<file path="src/rtl/iram_port_arbiter.sv">
// ----------------------------------------------------------------------------
// iram_port_arbiter
//
// Shares the single-port bytecode instruction RAM between three requesters:
//   ld : host bytecode loader (read/write, can lock the port for bursts)
//   fe : JIT opcode/parameter fetch path (read-only)
//   bf : branch-fixup reader (read-only)
// One RAM access is granted per cycle. Grant order: locked loader, aged fetch,
// aged fixup, then fixed priority ld > fe > bf. Read data returns one cycle
// after the grant on the shared rdata bus, qualified by the owner's rvalid.
//
// Ports:
//   clk, reset                 clock (rising edge), async active-low reset
//   ld_req/we/lock/addr/wdata  loader request; ld_gnt, ld_rvalid
//   fe_req/addr                fetch request;  fe_gnt, fe_rvalid
//   bf_req/addr                fixup request;  bf_gnt, bf_rvalid
//   rdata                      shared read data (ram_rdata pass-through)
//   ram_en/we/addr/wdata       RAM command port; ram_rdata RAM read data
// ----------------------------------------------------------------------------
module iram_port_arbiter #(
    parameter int ADDR_W   = 12,
    parameter int DATA_W   = 8,
    parameter int MAX_WAIT = 7
) (
    input  logic              clk,
    input  logic              reset,
    input  logic              ld_req,
    input  logic              ld_we,
    input  logic              ld_lock,
    input  logic [ADDR_W-1:0] ld_addr,
    input  logic [DATA_W-1:0] ld_wdata,
    output logic              ld_gnt,
    output logic              ld_rvalid,
    input  logic              fe_req,
    input  logic [ADDR_W-1:0] fe_addr,
    output logic              fe_gnt,
    output logic              fe_rvalid,
    input  logic              bf_req,
    input  logic [ADDR_W-1:0] bf_addr,
    output logic              bf_gnt,
    output logic              bf_rvalid,
    output logic [DATA_W-1:0] rdata,
    output logic              ram_en,
    output logic              ram_we,
    output logic [ADDR_W-1:0] ram_addr,
    output logic [DATA_W-1:0] ram_wdata,
    input  logic [DATA_W-1:0] ram_rdata
);

    localparam int AGE_W = $clog2(MAX_WAIT + 1);
    localparam logic [AGE_W-1:0] AGE_MAX = AGE_W'(MAX_WAIT);

    // Read-owner encoding: which requester the data on rdata belongs to.
    localparam logic [1:0] OWN_NONE = 2'd0;
    localparam logic [1:0] OWN_LD   = 2'd1;
    localparam logic [1:0] OWN_FE   = 2'd2;
    localparam logic [1:0] OWN_BF   = 2'd3;

    logic [AGE_W-1:0] age_fe_q, age_fe_d;
    logic [AGE_W-1:0] age_bf_q, age_bf_d;
    logic             lock_q, lock_d;
    logic [1:0]       owner_q, owner_d;

    // ------------------------------------------------------------------------
    // Grant selection
    // ------------------------------------------------------------------------
    always_comb begin
        // NOTE: every combinational output gets a default first so no path
        // leaves it unassigned, which would otherwise infer a latch.
        ld_gnt = 1'b0;
        fe_gnt = 1'b0;
        bf_gnt = 1'b0;
        // Grants are suppressed while reset is held so the RAM stays idle.
        if (reset) begin
            if (lock_q) begin
                // Locked: the port belongs to the loader even if it idles.
                ld_gnt = ld_req;
            end else if (fe_req && (age_fe_q == AGE_MAX)) begin
                fe_gnt = 1'b1;
            end else if (bf_req && (age_bf_q == AGE_MAX)) begin
                bf_gnt = 1'b1;
            end else if (ld_req) begin
                ld_gnt = 1'b1;
            end else if (fe_req) begin
                fe_gnt = 1'b1;
            end else if (bf_req) begin
                bf_gnt = 1'b1;
            end
        end
    end

    // ------------------------------------------------------------------------
    // RAM port mux
    // ------------------------------------------------------------------------
    always_comb begin
        ram_en    = ld_gnt | fe_gnt | bf_gnt;
        ram_we    = ld_gnt & ld_we;
        ram_addr  = '0;
        ram_wdata = '0;
        if (ld_gnt) begin
            ram_addr  = ld_addr;
            ram_wdata = ld_wdata;
        end else if (fe_gnt) begin
            ram_addr = fe_addr;
        end else if (bf_gnt) begin
            ram_addr = bf_addr;
        end
    end

    assign rdata     = ram_rdata;
    assign ld_rvalid = (owner_q == OWN_LD);
    assign fe_rvalid = (owner_q == OWN_FE);
    assign bf_rvalid = (owner_q == OWN_BF);

    // ------------------------------------------------------------------------
    // Next-state logic: ages, lock, read owner
    // ------------------------------------------------------------------------
    always_comb begin
        age_fe_d = age_fe_q;
        age_bf_d = age_bf_q;
        lock_d   = lock_q;
        owner_d  = OWN_NONE;

        // Age counts consecutive un-granted cycles of a held request.
        if (!fe_req || fe_gnt) begin
            age_fe_d = '0;
        end else if (age_fe_q != AGE_MAX) begin
            age_fe_d = age_fe_q + AGE_W'(1);
        end

        if (!bf_req || bf_gnt) begin
            age_bf_d = '0;
        end else if (age_bf_q != AGE_MAX) begin
            age_bf_d = age_bf_q + AGE_W'(1);
        end

        // Dropping either req or lock releases the port at the end of this
        // cycle; a locked cycle with ld_req low therefore idles exactly once.
        if (!ld_req || !ld_lock) begin
            lock_d = 1'b0;
        end else if (ld_gnt) begin
            lock_d = 1'b1;
        end

        if (ram_en && !ram_we) begin
            if (ld_gnt) begin
                owner_d = OWN_LD;
            end else if (fe_gnt) begin
                owner_d = OWN_FE;
            end else begin
                owner_d = OWN_BF;
            end
        end
    end

    // NOTE: sequential state uses non-blocking assignments so every flop
    // samples the pre-edge value of its inputs regardless of block order.
    always_ff @(posedge clk or negedge reset) begin
        if (!reset) begin
            age_fe_q <= '0;
            age_bf_q <= '0;
            lock_q   <= 1'b0;
            owner_q  <= OWN_NONE;
        end else begin
            age_fe_q <= age_fe_d;
            age_bf_q <= age_bf_d;
            lock_q   <= lock_d;
            owner_q  <= owner_d;
        end
    end

endmodule

</file>
<file path="config.mk">
export PLATFORM = sky130hd
export DESIGN_NAME = iram_port_arbiter
export DESIGN_NICKNAME = d
export VERILOG_FILES = /design/src/rtl/iram_port_arbiter.sv
export SDC_FILE = /design/constraint.sdc
export NUM_CORES = 1
export LEC_CHECK = 0
export CORE_MARGIN = 1.5
export CORE_UTILIZATION = 28
export DETAILED_ROUTE_END_ITERATION = 8
export PLACE_DENSITY_LB_ADDON = 0.05
export SYNTH_ARGS = -nofsm -noshare
export SYNTH_HDL_FRONTEND = slang
export SYNTH_SLANG_ARGS = --single-unit
</file>
<file path="constraint.sdc">
create_clock -name clk -period 2.4 [get_ports clk]
set_clock_uncertainty 0.1 [all_clocks]
set_input_delay 0.48 -clock clk [delete_from_list [all_inputs] [get_ports clk]]
set_output_delay 0.48 -clock clk [all_outputs]
set_load 0.005 [all_outputs]
</file>
======== Word-level counts from Yosys, hierarchy flattened ========
Cells that the tools add are included.
operators by class
  mux-type cells .......................... 31
  eq/ne operators ......................... 7
  div/mod/pow operators ................... 0
  bitwise gates (word level) .............. 3
  multipliers ............................. 0
  magnitude comparators ................... 0
  add/sub/neg operators ................... 2
  reduce and logical (&&, ||, !) cells .... 14
  shifts and indexed selects .............. 0
operators by type and width
  kind                                                              number
  12-bit two-way mux                                                3
  1-bit two-way mux                                                 21
  3-bit two-way mux                                                 4
  8-bit two-way mux                                                 1
  3-bit by 1-bit adder with 3-bit output (second input constant)    2
  3-bit == test (second input constant)                             2
  3-bit inequality test (second input constant)                     2
  2-bit nonzero test                                                3
  1-bit logical NOT                                                 5
  2-bit == test (second input constant)                             2
  2-bit two-way mux                                                 2
  1-bit logical AND                                                 3
  1-bit logical OR                                                  3
  2-bit by 1-bit == test with 1-bit output (second input constant)  1
  1-bit bitwise OR                                                  2
  1-bit bitwise AND                                                 1
storage, ports and cells
  bits in latches ......................... 0
  input port bits ......................... 59
  memory bits (writable) .................. 0
  register bits after elaboration ......... 9
  ROM bits ................................ 0
  memories kept ........................... 0

======== Logic depth before layout (Yosys ltp) ========
Gate-level depths: netlist of the first run.
  depth in word-level cells ............... 10
  gate-level depth with buffers ........... 9

======== Worst setup path before layout of the first run ========
Ideal clock, no wire load.
  path type ............................... register to output
  from .................................... register age_bf_q[0]
  to ...................................... output ram_addr[0]
  path slack .............................. 0.113 ns
  required time ........................... 1.820 ns
  cell stages (with the launch flop) ...... 9
  arrival time ............................ 1.707 ns
  path through ............................ dfrtp_1 -> ha_1 -> ha_1 -> nor2b_1 -> a2bb2oi_1 -> or2_4 -> inv_4 -> buf_6 -> a221o_1
on the way
  longest elaborated chain between the ends .. 9
  elaborated cells on any way between the ends .. 17
RTL lines
  what                    RTL line  source
  start, declared         60        logic [AGE_W-1:0] age_bf_q, age_bf_d;
  start signal, assigned  166       age_bf_q <= age_bf_d;
  3-bit == test           80        end else if (bf_req && (age_bf_q == AGE_MAX)) begin
  1-bit logical AND       80
  1-bit two-way mux       80
  1-bit two-way mux       78        end else if (fe_req && (age_fe_q == AGE_MAX)) begin
  1-bit two-way mux       75        if (lock_q) begin
  1-bit two-way mux       74        if (reset) begin
  net bf_gnt              40        output logic bf_gnt,
  12-bit two-way mux      105       end else if (bf_gnt) begin
  12-bit two-way mux      103       end else if (fe_gnt) begin
  12-bit two-way mux      100       if (ld_gnt) begin
  end, declared           45        output logic [ADDR_W-1:0] ram_addr,
The timed path passes the listed nets, and every way through them passes these cells.

======== Worst setup path in the final report of the first run ========
  from .................................... register age_bf_q[0]
  to ...................................... output ram_addr[1]
on the way
  longest elaborated chain between the ends .. 9
  elaborated cells on any way between the ends .. 17
RTL lines
  what                  RTL line
  3-bit == test *       80
  1-bit logical AND *   80
  1-bit two-way mux     80
  1-bit two-way mux     78
  1-bit two-way mux     75
  1-bit two-way mux     74
  12-bit two-way mux    105
  12-bit two-way mux    103
  12-bit two-way mux *  100
Mark *: on every way between the ends. The rest lies on a longest branch, timed or not.

==> summary.txt, run 1 <==
Status
  – Outcome: finished with violations
  – Violated checks: negative setup slack

Clock tree
  – Clock latency on the worst-skew pair: about 0.26 ns
  – H-tree Lvls: 1
  – CTS Buffer Depth: 2
  – Inserted Clock Buffers: 3
  – Sinks on Clock Net: 9
  – Reg clk slew, reported paths: approximately 0.060 ns
  – CTS hold repair buffers: 0
  – Clk root buf: clkbuf_4
  – TritonCTS clock tree: yes

Die
  – Die width: 58.5 µm
  – Chip height: 58.5 µm
  – Core box area: 2830 µm²
  – Die ar.: 3430 µm²
  – Initial core utilization: 30.5%
  – Row cnt: 19
  – IO Pins: 95

STA
  – Worst Setup Slack, final: -0.223 ns
  – Setup Viol. Count Final: 20
  – Tmin final: roughly 2.6 ns
  – Slew Limit Headroom: between 60 and 70%
  – Count of pins over their slew limit: 0
  – Tcrit/Tclk final: 109%
  – Max Freq: about 0.38 GHz
  – RSZ-0062 raised after global routing: true
  – Slew of the pin with the lowest slew margin: 0.504 ns
  – Final Hold Fails: 0

Yosys
  – Seq/Total Area, Yosys: 26.1%
  – #FFs+latches synth: 9
  – Largest family of logic cells by synthesized area: simple AND/OR/NAND/NOR gates
  – Synth Area in XOR/XNOR: 1.01%
  – EDFF count, synth: 0
  – Compound-Gate Fraction of Synth Area: 24.9%
  – Total number of yosys warnings: 0
  – Syn_nets: 162
  – Netlist cell types: 26
  – Mean area per synthesized cell: about 8.7 µm²
  – Mux cell area share after synthesis: 0%
  – Post-Synth Adder-Cell Area: 5.80%
  – Yosys top cell area share: 26.1%
  – Top_reg_cell synth: dfrtp_1
  – Cells after Synth: 99
  – Mapped Area: approximately 860 µm²
  – Synth cell count leaders: 22 x and2_1, 12 x a221o_1, 9 x dfrtp_1, 9 x nand2_1, 8 x buf_4
  – Synth top area cells: dfrtp_1 26%, and2_1 16%, a221o_1 14%
  – Count leader, synth: and2_1
  – Synth Area in Simple Gates: between 20% and 30%
  – Synth area leader: dfrtp_1
  – Asr flop ratio synth: 100%

Setup path
  – Flop2flop setup slack: roughly 0.44 ns
  – Reg-to-Reg End: age_bf_q[2]
  – Reg2reg start: age_bf_q[0]
  – CP required: 1.82 ns
  – CP max-delay cell: dfrtp_1
  – Crit path DAT: 2.04 ns
  – Worst Setup End Kind: primary output
  – CP Launch Type: flip-flop
  – CP startpoint: age_bf_q[0]
  – CP peak stage delay: ~0.38 ns
  – Worst R2R Path Depth: 9
  – Kind of critical path: reg2out
  – Capture point of the critical path: ram_addr[1]
  – Cell Chain, Critical Path: ha_2 -> ha_4 -> a21oi_1 -> o211a_1 -> buf_12 -> and2_1 -> a221o_1 -> buf_2
  – Crit Path Max Fanout: 15

GRT
  – GR Overflow Total: 0
  – Initial antenna violation count: 0
  – First-pass GRT wire length: between 5000 and 6000 µm
  – Vias in the first global route: 1152
  – Largest net degree at the start of global routing: 17
  – Total track usage: between 10% and 20%

Placed design
  – Pre-CTS WS: -0.531 ns
  – Gpl congestion: 0.793
  – I/O Buffers: 78
  – Dpl hpwl: ~2400 µm

Route
  – Final ANT Viol Nets: 0
  – DRC Markers: 0
  – Vias per cell: about 5
  – DR WL/cell: 14.3 µm
  – Vias post-DR: 1148
  – Drt pass-1 iters: 3
  – Drt initial violations: 24
  – Routed wire length: 3290 µm

Pwr
  – Cell Pwr Density: 287 nW/µm²
  – Power Total: 543 µW
  – Leakage: 0.000921 µW
  – Worst vdd ir: between 0.00015 and 0.0002 V

Finish
  – Antenna Cells: 0
  – Area Overhead vs Synth: 119%
  – Post-layout nets: about 260
  – Layout cell share with drive strength beyond 1: 38.7%

Worst hold path
  – Class of the worst hold path: in2async

Job
  – Max Cap Violations: 0
## cell families after synthesis
kind of cell / count (synthesis)
AND/OR/NAND/NOR: 44
AO/OA/AOI/OAI: 25
buffers and inverters: 16
flip-flops: 9
adder cells (fa/ha/maj): 4
XOR/XNOR: 1
## timing repair
item	in CTS	in global routing
setup endpoints to repair	25	25
pin swaps	23	5
cloned	2	0
setup buffers	12	4
gates resized for setup	125	17
## registers in the layout, indices dropped and copies added, names as in the netlist
register  flops
age_bf_q      3
age_fe_q      3
lock_q        1
owner_q       2
## cell type report
class                           count  area, µm²
Sequential cell                     9        225
Tap cell                           31       38.8
Inverter                            3       18.8
Multi-Input combinational cell     74        608
Timing Repair inverter              1       8.76
Timing Repair Buffer              108        966
Fill cell                         241        937
Clock buffer                        4       26.3
## layer usage
metal | track usage [%] | wire length (µm)
met2 | 38.0 | 1780
met3 | 5.05 | 251
met1 | 18.1 | 1150
met5 | 0 | 0
met4 | 10.6 | 106
## cells in the final DEF (no fill, tap or decap), types with 2 or more instances in the layout
cell type,netlist,layout
a221o_1,12,12
buf_4,8,22
o31ai_1,2,2
clkbuf_4,0,3
dfrtp_1,9,9
nor2b_4,0,2
and2_4,0,7
a21oi_1,4,4
clkdlybuf4s50_1,0,50
nor2b_1,4,2
and2_1,22,15
buf_6,2,15
inv_1,2,2
dlygate4sd2_1,0,3
ha_2,0,2
o211a_1,3,2
buf_2,3,16
nand2_1,9,9
ha_4,0,2
nand3_1,2,2
nand2b_1,2,2
## stage by stage
stage / instances / hold slack, ns / TNS (ns) / util, % / instance area, µm²
global placement: 210 / 0.368 / -10.78 / 60.5 / 1710
finish: 230 / 0.436 / -2.89 / 66.9 / 1890
global route: 230 / 0.463 / -4.48 / 66.9 / 1890
CTS: 228 / 0.442 / -3.36 / 64.3 / 1820
floorplan: 99 / 0.0844 / 0 / - / 863
detailed placement: 210 / 0.384 / -10.91 / 60.5 / 1710
## critical path: cells and delay by family, from the launching register on
| family | cells | cell delay [ns] |
|---|---|---|
| DFF | 1 | 0.38 |
| AOI/OAI and AO/OA | 3 | 0.59 |
| adders and majority gates | 2 | 0.37 |
| and+or+nand+nor | 1 | 0.15 |
| buffers and inverters | 2 | 0.28 |
## how the worst min path moves through the flow
| stage | from | end | slack (ns) | depth (start not counted) |
|---|---|---|---|---|
| floorplan | reset | age_bf_q[0] | 0.08 | 0 |
| global placement | age_bf_q[1] | age_bf_q[1] | 0.37 | 2 |
| detailed placement | age_bf_q[2] | age_bf_q[2] | 0.38 | 2 |
| CTS | reset | owner_q[1] | 0.44 | 2 |
| global route | reset | age_bf_q[2] | 0.46 | 2 |
| finish | reset | owner_q[0] | 0.44 | 2 |
## report_power, final
part           total [µW]  switching [µW]  internal [µW]  leakage, µW
clock                 120            55.7           64.3    0.0000150
sequential            171            8.09            163     0.000119
combinational         252            78.5            173     0.000787
total                 543             142            400     0.000921
Note: power is estimated with default switching activity, not from simulation.
==> run 2: changes to the inputs <==
- SKIP_CTS_REPAIR_TIMING: unset -> 1
==> run 2 against run 1 <==
Net effect: the run still ends with negative setup slack left; design area rose by 3.6%; first-iteration DRC count shrank 33%; critical path depth rose by 1; maximum frequency decreased by 2.8%; die area is the same; highest routed layer unchanged; clock power about the same; critical endpoint is now ram_addr[3]; flip-flop and latch count is the same.
==> summary.txt, run 2 (synthesized netlist as in run 1, its figures left out) <==
Placed design
  – Dpl hpwl: 2410 µm
  – I/O Buffers: 78
  – Cell count after placement: 210
  – Gpl congestion: between 0.7 and 0.8

Clock tree
  – CTS Buffer Depth: 2
  – H-tree Lvls: 1
  – Sinks on Clock Net: 9
  – TritonCTS clock tree: yes
  – Clock latency on the worst-skew pair: 0.26 ns
  – Inserted Clock Buffers: 3
  – Clk root buf: clkbuf_4
  – Reg clk slew, reported paths: 0.06 ns

Finish
  – Largest registers: age_bf_q (3), age_fe_q (3), owner_q (2)
  – Layout cell share with drive strength beyond 1: between 40% and 50%
  – Antenna Cells: 0
  – Fin util: 69.3%
  – Area Overhead vs Synth: 127%
  – Post-layout nets: about 260
  – Commonest non-fill, non-tap cell in the layout: clkdlybuf4s50_1
  – Non-Filler Instances: 231
  – Most frequent cells in the layout: 50 x clkdlybuf4s50_1, 23 x buf_4, 17 x and2_4, 14 x buf_6, 12 x a221o_1

Route
  – Drt pass-1 iters: 4
  – DR WL met3: roughly 260 µm
  – Drt initial violations: 16
  – Routed wire length: 3270 µm
  – DRC Markers: 0
  – DR WL/cell: 14.2 µm
  – Vias per cell: 4.97
  – Vias post-DR: 1147
  – Met2 routed WL: about 1800 µm
  – WL met1: 1130 µm
  – Final ANT Viol Nets: 0
  – DR top layer: met4

Die
  – Core box area: 2830 µm²
  – Row cnt: 19
  – Chip height: approximately 60 µm
  – Die width: ~59 µm
  – Initial core utilization: 30.5%
  – Die ar.: 3430 µm²
  – IO Pins: 95

Setup path
  – CP Launch Type: flip-flop
  – CP peak stage delay: 0.37 ns
  – Worst R2R Path Depth: 10
  – Critical path's top delay family: compound AO/OA/AOI/OAI gates
  – Crit Path Max Fanout: 7
  – CP max-delay cell: dfrtp_1
  – Worst Setup End Kind: primary output
  – Kind of critical path: reg2out
  – Crit path DAT: roughly 2.1 ns
  – Cell Chain, Critical Path: ha_2 -> ha_4 -> buf_6 -> a21oi_2 -> o211a_1 -> clkbuf_16 -> and2_1 -> a221o_1 -> clkbuf_2
  – Crit path buf inv count: 3
  – CP required: ~1.8 ns
  – Stages on the worst setup path: 9

STA
  – Count of pins over their slew limit: 0
  – Slew Limit Headroom: 67.3%
  – Slew of the pin with the lowest slew margin: between 0.4 and 0.5 ns
  – Final Hold Fails: 0
  – RSZ-0062 raised after global routing: true
  – Tcrit/Tclk final: 112%
  – Worst Setup Slack, final: -0.299 ns
  – Max Freq: 0.371 GHz
  – Tmin final: 2.70 ns
  – Setup Viol. Count Final: 18

GRT
  – GR Overflow Total: 0
  – Largest net degree at the start of global routing: 17
  – Vias in the first global route: 1024
  – Initial antenna violation count: 0
  – First-pass GRT wire length: 4350 µm
  – Total track usage: 16.7%

Pwr
  – Worst vdd ir: 0.000130 V
  – Leakage: just under 0.001 µW
  – Cell Pwr Density: 278 nW/µm²

Job
  – Max Cap Violations: 0

Status
  – Outcome: finished with violations
  – Violated checks: negative setup slack

Worst hold path
  – Class of the worst hold path: in2async
[run 2: cell count changes in the layout (fill, tap and decap cells not counted), sizes merged]
cell	previous run	this run
dlymetal6s2s	0	3
dlygate4sd2	3	0
buf	54	47
inv	4	3
clkinv	0	1
clkbuf	5	13
[run 2: path summary, 6_finish.rpt]
check                               to   startpoint  slack (ns)
max                        ram_addr[3]  age_bf_q[0]       -0.30
min                         owner_q[0]        reset        0.44
max reg2reg                age_bf_q[2]  age_bf_q[1]        0.36
min reg2reg                age_bf_q[2]  age_bf_q[2]        0.46
max in group asynchronous  age_fe_q[1]        reset        1.62
min in group clk           age_bf_q[2]  age_bf_q[2]        0.46
[run 2: report_power, final]
group	internal (µW)	switching, µW	total [µW]	leakage, µW
Sequential	163	7.75	170	0.000119
Clock	64.2	54.3	119	0.0000150
Combinational	177	79.0	256	0.000840
[run 2: final cells by class]
type                       instances  area (µm²)
timing repair buffer             109        1010
multi-input combinational         74         629
tap                               31        38.8
sequential                         9         225
clock buffer                       4        26.3
fill                             237         868
inverter                           3        23.8
timing repair inverter             1        8.76
[run 2: routing by layer]
layer | GRT usage (%) | up-vias
met5 | 0 | -
met4 | 8.64 | 0
met3 | 5.71 | 8
met2 | 30.5 | 56
met1 | 16.5 | 530
li1 | - | 553
[run 2: stage by stage]
step                      power [µW]  worst slack (ns)  TNS, ns  hold slack, ns  area (µm²)
after floorplan                  246             0.113        0          0.0844         863
after global placement           395            -0.515   -10.78           0.368        1710
after detailed placement         400            -0.531   -10.91           0.384        1710
after CTS                        518            -0.634   -13.65           0.399        1740
after global routing             575            -0.378    -5.41           0.462        1960
final                            545            -0.299    -3.85           0.440        1960
[run 2: worst register-to-register path, delay by kind of cell (launching register included)]
kind / cells / cell delay (ns)
flops: 1 / 0.39
buf+inv: 4 / 0.44
fa+ha+maj: 2 / 0.38
compound gates: 2 / 0.36
simple gates: 2 / 0.28
